`config.mk`:
```
export PLATFORM = sky130hd
export DESIGN_NAME = chip8_fetch_flat
export DESIGN_NICKNAME = d
export VERILOG_FILES = /design/src/rtl/chip8_fetch_if.sv /design/src/rtl/chip8_fetch.sv /design/src/flat_wrapper.sv
export SDC_FILE = /design/constraint.sdc
export NUM_CORES = 1
export LEC_CHECK = 0
export BUFFER_PORTS_ARGS = -buffer_cell sky130_fd_sc_hd__buf_2
export CAP_MARGIN = 20
export CORE_AREA = 5 5 87 89
export CTS_CLUSTER_DIAMETER = 200
export DETAILED_ROUTE_END_ITERATION = 10
export DIE_AREA = 0 0 92 94
export PLACE_DENSITY = 0.57
export RECOVER_POWER = 50
export SLEW_MARGIN = 20
export SYNTH_ARGS = -nofsm -noshare
export SYNTH_HDL_FRONTEND = slang
export SYNTH_SLANG_ARGS = --single-unit
```
`constraint.sdc`:
```
create_clock -name clk -period 2.2 [get_ports clk]
set_clock_uncertainty 0.1 [all_clocks]
set_input_delay 0.33 -clock clk [delete_from_list [all_inputs] [get_ports clk]]
set_output_delay 0.33 -clock clk [all_outputs]
set_load 0.03 [all_outputs]
```
`src/rtl/chip8_fetch_if.sv`:
```
// Decoder-side handshake bundle for chip8_fetch: opcode delivery plus the skip/jump redirect.
interface chip8_fetch_if #(
    parameter int ADDR_W = 12
);
    logic [15:0]       opcode;
    logic [ADDR_W-1:0] opcode_pc;
    logic              opcode_valid;
    logic              opcode_ready;
    logic              skip;
    logic              jmp_valid;
    logic [ADDR_W-1:0] jmp_addr;

    modport master (
        output opcode, opcode_pc, opcode_valid,
        input  opcode_ready, skip, jmp_valid, jmp_addr
    );

    modport slave (
        input  opcode, opcode_pc, opcode_valid,
        output opcode_ready, skip, jmp_valid, jmp_addr
    );
endinterface

```
`src/rtl/chip8_fetch.sv`:
```
// CHIP-8 instruction fetch: two byte reads through a 1-cycle synchronous memory, big-endian opcode,
// PC ownership. Optional misaligned-fetch flag enabled by defining CHIP8_FETCH_ALIGN_CHK_EN.
module chip8_fetch #(
    parameter int                ADDR_W   = 12,
    parameter logic [ADDR_W-1:0] RESET_PC = 12'h200
) (
    input  logic              clk,
    input  logic              rst,
    output logic [ADDR_W-1:0] mem_addr,
    input  logic [7:0]        mem_data,
    chip8_fetch_if.master     dec,
    output logic [ADDR_W-1:0] pc,
    output logic              fetch_err
);

    typedef enum logic [1:0] {
        ISSUE_HI,
        ISSUE_LO,
        CAPTURE_LO,
        VALID
    } state_t;

    state_t            state;
    state_t            state_nx;
    logic [7:0]        hi_byte;
    logic [ADDR_W-1:0] pc_nx;
    logic              handshake;

    assign handshake = dec.opcode_valid & dec.opcode_ready;

    // NOTE: sequential state uses non-blocking assignments so every register samples pre-edge values.
    always_ff @(posedge clk) begin
        if (rst) state <= ISSUE_HI;
        else     state <= state_nx;
    end

    // NOTE: every always_comb output gets a default first, so no path leaves it unassigned (no latch).
    always_comb begin
        state_nx = state;
        case (state)
            ISSUE_HI:   state_nx = ISSUE_LO;
            ISSUE_LO:   state_nx = CAPTURE_LO;
            CAPTURE_LO: state_nx = VALID;
            VALID:      if (handshake) state_nx = ISSUE_HI;
            default:    state_nx = ISSUE_HI;
        endcase
    end

    always_comb begin
        mem_addr         = pc;
        dec.opcode_valid = 1'b0;
        case (state)
            ISSUE_LO: mem_addr         = pc + ADDR_W'(1);
            VALID:    dec.opcode_valid = 1'b1;
            default:  ;
        endcase
    end

    // Redirect priority: jump beats skip beats sequential; sums wrap at ADDR_W.
    always_comb begin
        pc_nx = dec.opcode_pc + ADDR_W'(2);
        if (dec.jmp_valid)  pc_nx = dec.jmp_addr;
        else if (dec.skip)  pc_nx = dec.opcode_pc + ADDR_W'(4);
    end

    always_ff @(posedge clk) begin
        if (rst) begin
            pc            <= RESET_PC;
            dec.opcode    <= 16'h0000;
            dec.opcode_pc <= RESET_PC;
        end else begin
            if (state == CAPTURE_LO) begin
                dec.opcode    <= {hi_byte, mem_data};
                dec.opcode_pc <= pc;
            end
            if (handshake) pc <= pc_nx;
        end
    end

    // NOTE: hi_byte is pure datapath, always written before it is read, so it carries no reset.
    always_ff @(posedge clk) begin
        if (state == ISSUE_LO) hi_byte <= mem_data;
    end

`ifdef CHIP8_FETCH_ALIGN_CHK_EN
    logic err_q;

    always_ff @(posedge clk) begin
        if (rst)                       err_q <= 1'b0;
        else if (state == CAPTURE_LO)  err_q <= pc[0];
        else if (handshake)            err_q <= 1'b0;
    end

    assign fetch_err = err_q;
`else
    assign fetch_err = 1'b0;
`endif

endmodule

```
`src/flat_wrapper.sv`:
```
// flat-port wrapper written by rule: the top's interface ports become plain ports
module chip8_fetch_flat 
#(
    parameter int                ADDR_W   = 12,
    parameter logic [ADDR_W-1:0] RESET_PC = 12'h200
)
  (clk, rst, mem_addr, mem_data, pc, fetch_err, dec_opcode, dec_opcode_pc, dec_opcode_valid, dec_opcode_ready, dec_skip, dec_jmp_valid, dec_jmp_addr);
  chip8_fetch_if #(.ADDR_W(ADDR_W)) dec_i ();
  input  logic clk;
  input  logic rst;
  output logic [ADDR_W-1:0] mem_addr;
  input  logic [7:0] mem_data;
  output logic [ADDR_W-1:0] pc;
  output logic fetch_err;
  output wire logic [$bits(dec_i.opcode)-1:0] dec_opcode;
  output wire logic [$bits(dec_i.opcode_pc)-1:0] dec_opcode_pc;
  output wire logic [$bits(dec_i.opcode_valid)-1:0] dec_opcode_valid;
  input wire logic [$bits(dec_i.opcode_ready)-1:0] dec_opcode_ready;
  input wire logic [$bits(dec_i.skip)-1:0] dec_skip;
  input wire logic [$bits(dec_i.jmp_valid)-1:0] dec_jmp_valid;
  input wire logic [$bits(dec_i.jmp_addr)-1:0] dec_jmp_addr;
  assign dec_opcode = dec_i.opcode;
  assign dec_opcode_pc = dec_i.opcode_pc;
  assign dec_opcode_valid = dec_i.opcode_valid;
  assign dec_i.opcode_ready = dec_opcode_ready;
  assign dec_i.skip = dec_skip;
  assign dec_i.jmp_valid = dec_jmp_valid;
  assign dec_i.jmp_addr = dec_jmp_addr;
  chip8_fetch #(.ADDR_W(ADDR_W), .RESET_PC(RESET_PC)) u_core (.clk(clk), .rst(rst), .mem_addr(mem_addr), .mem_data(mem_data), .dec(dec_i), .pc(pc), .fetch_err(fetch_err));
endmodule
```
After elaboration in Yosys (flattened, before gate mapping). Cells that the tools add are included.

Logic and storage cells: 20. Bits of input ports: 25. Register bits: 50.

Equality and inequality tests: 4. Multiplexer cells: 6. Bitwise logic cells: 1. Reductions and logical operators: 1. Add/sub/neg operators: 3.

Operators with widths (count): 12-bit 2-to-1 mux (3); 12-bit by 1-bit adder with 12-bit output (second input constant) (1); 12-bit by 2-bit adder with 12-bit output (second input constant) (1); 12-bit by 3-bit adder with 12-bit output (second input constant) (1); 2-bit case mux with 4 select lines (1); 2-bit == test (second input constant) (2); 2-bit by 1-bit == test with 1-bit output (second input constant) (1); 2-bit zero test (1); 2-bit 2-to-1 mux (1); 2-bit by 1-bit != test with 1-bit output (second input constant) (1); 1-bit AND (1); 1-bit 2-to-1 mux (1).

Longest topological paths before layout.
Depth after elaboration: 5. Mapped depth: 7. Mapped depth without buffers: 6.

Worst setup path before layout. OpenSTA, ideal clock, no wires.

Kind: register -> output. From: register u_core.state[1]. To: output port mem_addr[9]. Path slack: -0.211 ns. Path buffers: 0. Data arrival time: 1.981 ns. Data required time: 1.770 ns. Stages on the path, launching flop included: 7. Path through: dfxtp_1 > inv_1 > ha_1 > nand3_1 > nor3_1 > nand3_1 > xnor2_1.

Longest elaborated chain between the ends: 2.

Ends and longest elaborated chain: start: declaration (line chip8_fetch.sv:23) `state_t state;`; start signal: assignment (line chip8_fetch.sv:34) `else state <= state_nx;`; 2-bit by 1-bit == test with 1-bit output (line chip8_fetch.sv:52) `case (state)`; 12-bit 2-to-1 mux (line chip8_fetch.sv:52); end: declaration (line flat_wrapper.sv:11) `output logic [ADDR_W-1:0] mem_addr;`.

No other way between the ends.

Final worst setup path.
From: register u_core.state[1]. To: output port mem_addr[10].

The elaborated chain is that of the path after synthesis.

==> reports/metrics.yaml <==
hold_path:
  whs_endpoint: "u_core.hi_byte[5]"
  hold_start: "mem_data[5]"
  hold_class: "in2reg"
  hold_depth: 1
synthesis:
  synth_seq_area_share_pct: 45.91
  synth_warnings: 0
  netlist.area_leader.share_pct: 35.71
  synthTopCellsByArea: "dfxtp_1 36%, mux2i_1 13%, edfxtp_1 10%"
  synth.distinct_cells: 38
  synth.cell_area_mm2: 0.002355
  syn_inst: 238
  syn_nets: 270
  synth_largest_area_cell: "dfxtp_1"
  avgSynthCellArea_um2: 9.894
  synth-seq-cells: 50
finish:
  drive_above_1_share_pct: 36.22
  num-fill-cells: 670
  final_util_pct: 46.37
  layout_commonest_cell: "buf_2"
  seq_area_mm2: 0.001092
  area_growth_pct: 31.56
  final_area_mm2: 0.003098
  finalNetCount: 354
  multi_input_area_mm2: 0.001275
  final_cell_mix: "66 x buf_2, 37 x nor2_1, 37 x dfxtp_1"
  antenna_cells: 0
clocking:
  cts_buffers: 5
  clk_pin_slew_ps: 100
  clock_path_buffers: 2
  ctsHoldBuffers: 0
  cts_num_sinks: 50
  cts_max_level: 2
  insertion_delay_ps: 300
  cts_tree: "done"
  cts-root-buf: "clkbuf_8"
timing:
  period_share_pct: 98.08
  rsz0062_at_grt: "yes"
  slew_violations: 0
  finalHoldViolCount: 0
  period_minus_slack_ps: 2158
  max_freq_mhz: 463.4
  slew_headroom_pct: 56.53
  worst_pin_slew_ps: 652.0
  setup-tns-final_ps: 0
  setup_viol: 0
detailed_routing:
  drt_iter0_drc: 53
  wire_per_inst_um: 14.94
  vias: 1987
  wl_um: 6021
  drt-vias-per-instance: 4.931
  drt-pass1-iter-count: 4
  ant_nets: 0
  drc: 0
place:
  globalplace.congestion: 0.7997
  io_buffers: 77
  dp_hpwl_um: 4397
  placed_area_mm2: 0.002893
power_and_ir_drop:
  power.leakage_nw: 1.353
  cellPowerDensity_mw_per_mm2: 873.0
  ir_drop_mv: 0.3322
setup_path:
  cp-start-kind: "flip-flop"
  reg2regPathDepth: 6
  crit_fanout: 4
  cp-end-kind: "primary output"
  crit_type: "reg2out"
  reg2reg_slack_ps: 340
  crit_arrival_ps: 1730
  r2r_start: "u_core.state[1]"
  r2r_end: "u_core.pc[5]"
  slowest_stage: "dfxtp_4"
  crit_chain: "inv_4 > ha_4 > nand4_1 > nor2_4 > nand3_2 > xnor2_2 > buf_6"
  slowest_delay_ps: 370
  required_ps: 1770
die:
  rows: 30
  io_pins: 79
  die_y_um: 94
  dieArea_mm2: 0.008648
  start_util_pct: 35.24
  core_area_mm2: 0.006681
  die_w_um: 92
global_route:
  antenna_found_initial: 0
  grt_pass1_wl_um: 9480
  grt_remaining_overflow: 0
  grt_max_degree: 25
  grt_pass1_vias: 1881
  track_usage_pct: 14.00
status:
  status: "completed"
flow_run:
  drv_cap: 0
[metal layers]
| layer | part of all wire [%] | wire (µm) | global-route usage [%] |
|---|---|---|---|
| met5 | 0 | 0 | 0 |
| met4 | 1.6 | 94 | 5.198 |
| met3 | 4.9 | 297 | 3.766 |
| met2 | 49 | 2921 | 22.63 |
| met1 | 45 | 2708 | 17.89 |
[report_power, final]
part | switching, W | internal (W) | leakage [nW] | total (W)
clock | 0.000308 | 0.000224 | 0.0441 | 0.000532
sequential | 0.000110 | 0.00110 | 0.418 | 0.00121
combinational | 0.000595 | 0.000366 | 0.890 | 0.000960
[cell type report]
class	count	area share, %
clock inverter	3	0.6866
sequential	50	35.26
multi-input combinational	169	41.16
tap	80	3.231
inverter	5	0.6866
clock buffer	5	2.221
timing repair buffer	91	16.76
[critical path, delay by kind of cell (launching register included)]
kind	cells	cell delay (ps)
XOR/XNOR	1	190
adder cells (fa/ha/maj)	1	130
buffers and inverters	2	210
flip-flops	1	370
AND/OR/NAND/NOR	3	530
[worst max-delay path by stage]
stage | startpoint | depth (start not counted) | to | slack (ps)
floorplan | u_core.state[1] | 6 | mem_addr[11] | 60
global placement | u_core.state[1] | 8 | mem_addr[11] | 230
detailed placement | u_core.state[1] | 8 | mem_addr[11] | 170
CTS | u_core.pc[0] | 6 | mem_addr[10] | 10
global route | u_core.state[1] | 7 | mem_addr[10] | -60
finish | u_core.state[1] | 7 | mem_addr[10] | 40
[flip-flops by register name (all words and copies together) (netlist names)]
name / count
u_core.dec.opcode: 16
u_core.dec.opcode_pc: 12
u_core.pc: 12
u_core.hi_byte: 8
u_core.state: 2
[cell families after synthesis]
logic type / count (synthesis) / synth area share (%)
and+or+nand+nor: 78 / 16.10
other: 1 / 0.1593
buffers and inverters: 19 / 3.772
AOI/OAI and AO/OA: 30 / 8.289
adders and majority gates: 7 / 3.719
xor gates and xnor gates: 20 / 7.439
DFF: 50 / 45.91
muxes: 33 / 14.61
[metrics by stage]
stage	hold WS, ps	setup slack (ps)	std cells	power [W]
global route	89.91	-56.42	403	0.002867
detailed placement	375.5	166.9	391	0.002150
floorplan	328.9	62.79	238	0.001863
CTS	94.52	12.27	399	0.002712
global placement	362.5	228.1	391	0.002138
finish	111.2	42.21	403	0.002704
[cell usage after synthesis]
library cell,number
dfxtp_1,42
nor2_1,38
mux2i_1,31
nand2_1,12
xnor2_1,12
edfxtp_1,8
nand3_1,8
o21ai_0,8
xor2_1,8
a21oi_1,7
ha_1,7
clkbuf_1,6
a211oi_1,5
buf_2,5
inv_1,5
and3_1,3
nand3b_1,3
nor3_1,3
o211ai_1,3
a211o_1,2
a31oi_1,2
nand2b_1,2
nand4_1,2
nor2b_1,2
a211oi_2,1
and2_1,1
and4_1,1
buf_1,1
buf_4,1
buf_6,1
conb_1,1
mux2_2,1
mux2i_4,1
nand4_2,1
nor4b_4,1
o2111a_1,1
o22ai_1,1
or3_1,1
[timing repair]
action,CTS,global route
setup endpoints to repair,6,5
buffers inserted,0,4
resized for setup,11,19
pin swaps,3,5
Note: power is estimated with default switching activity, not from simulation.
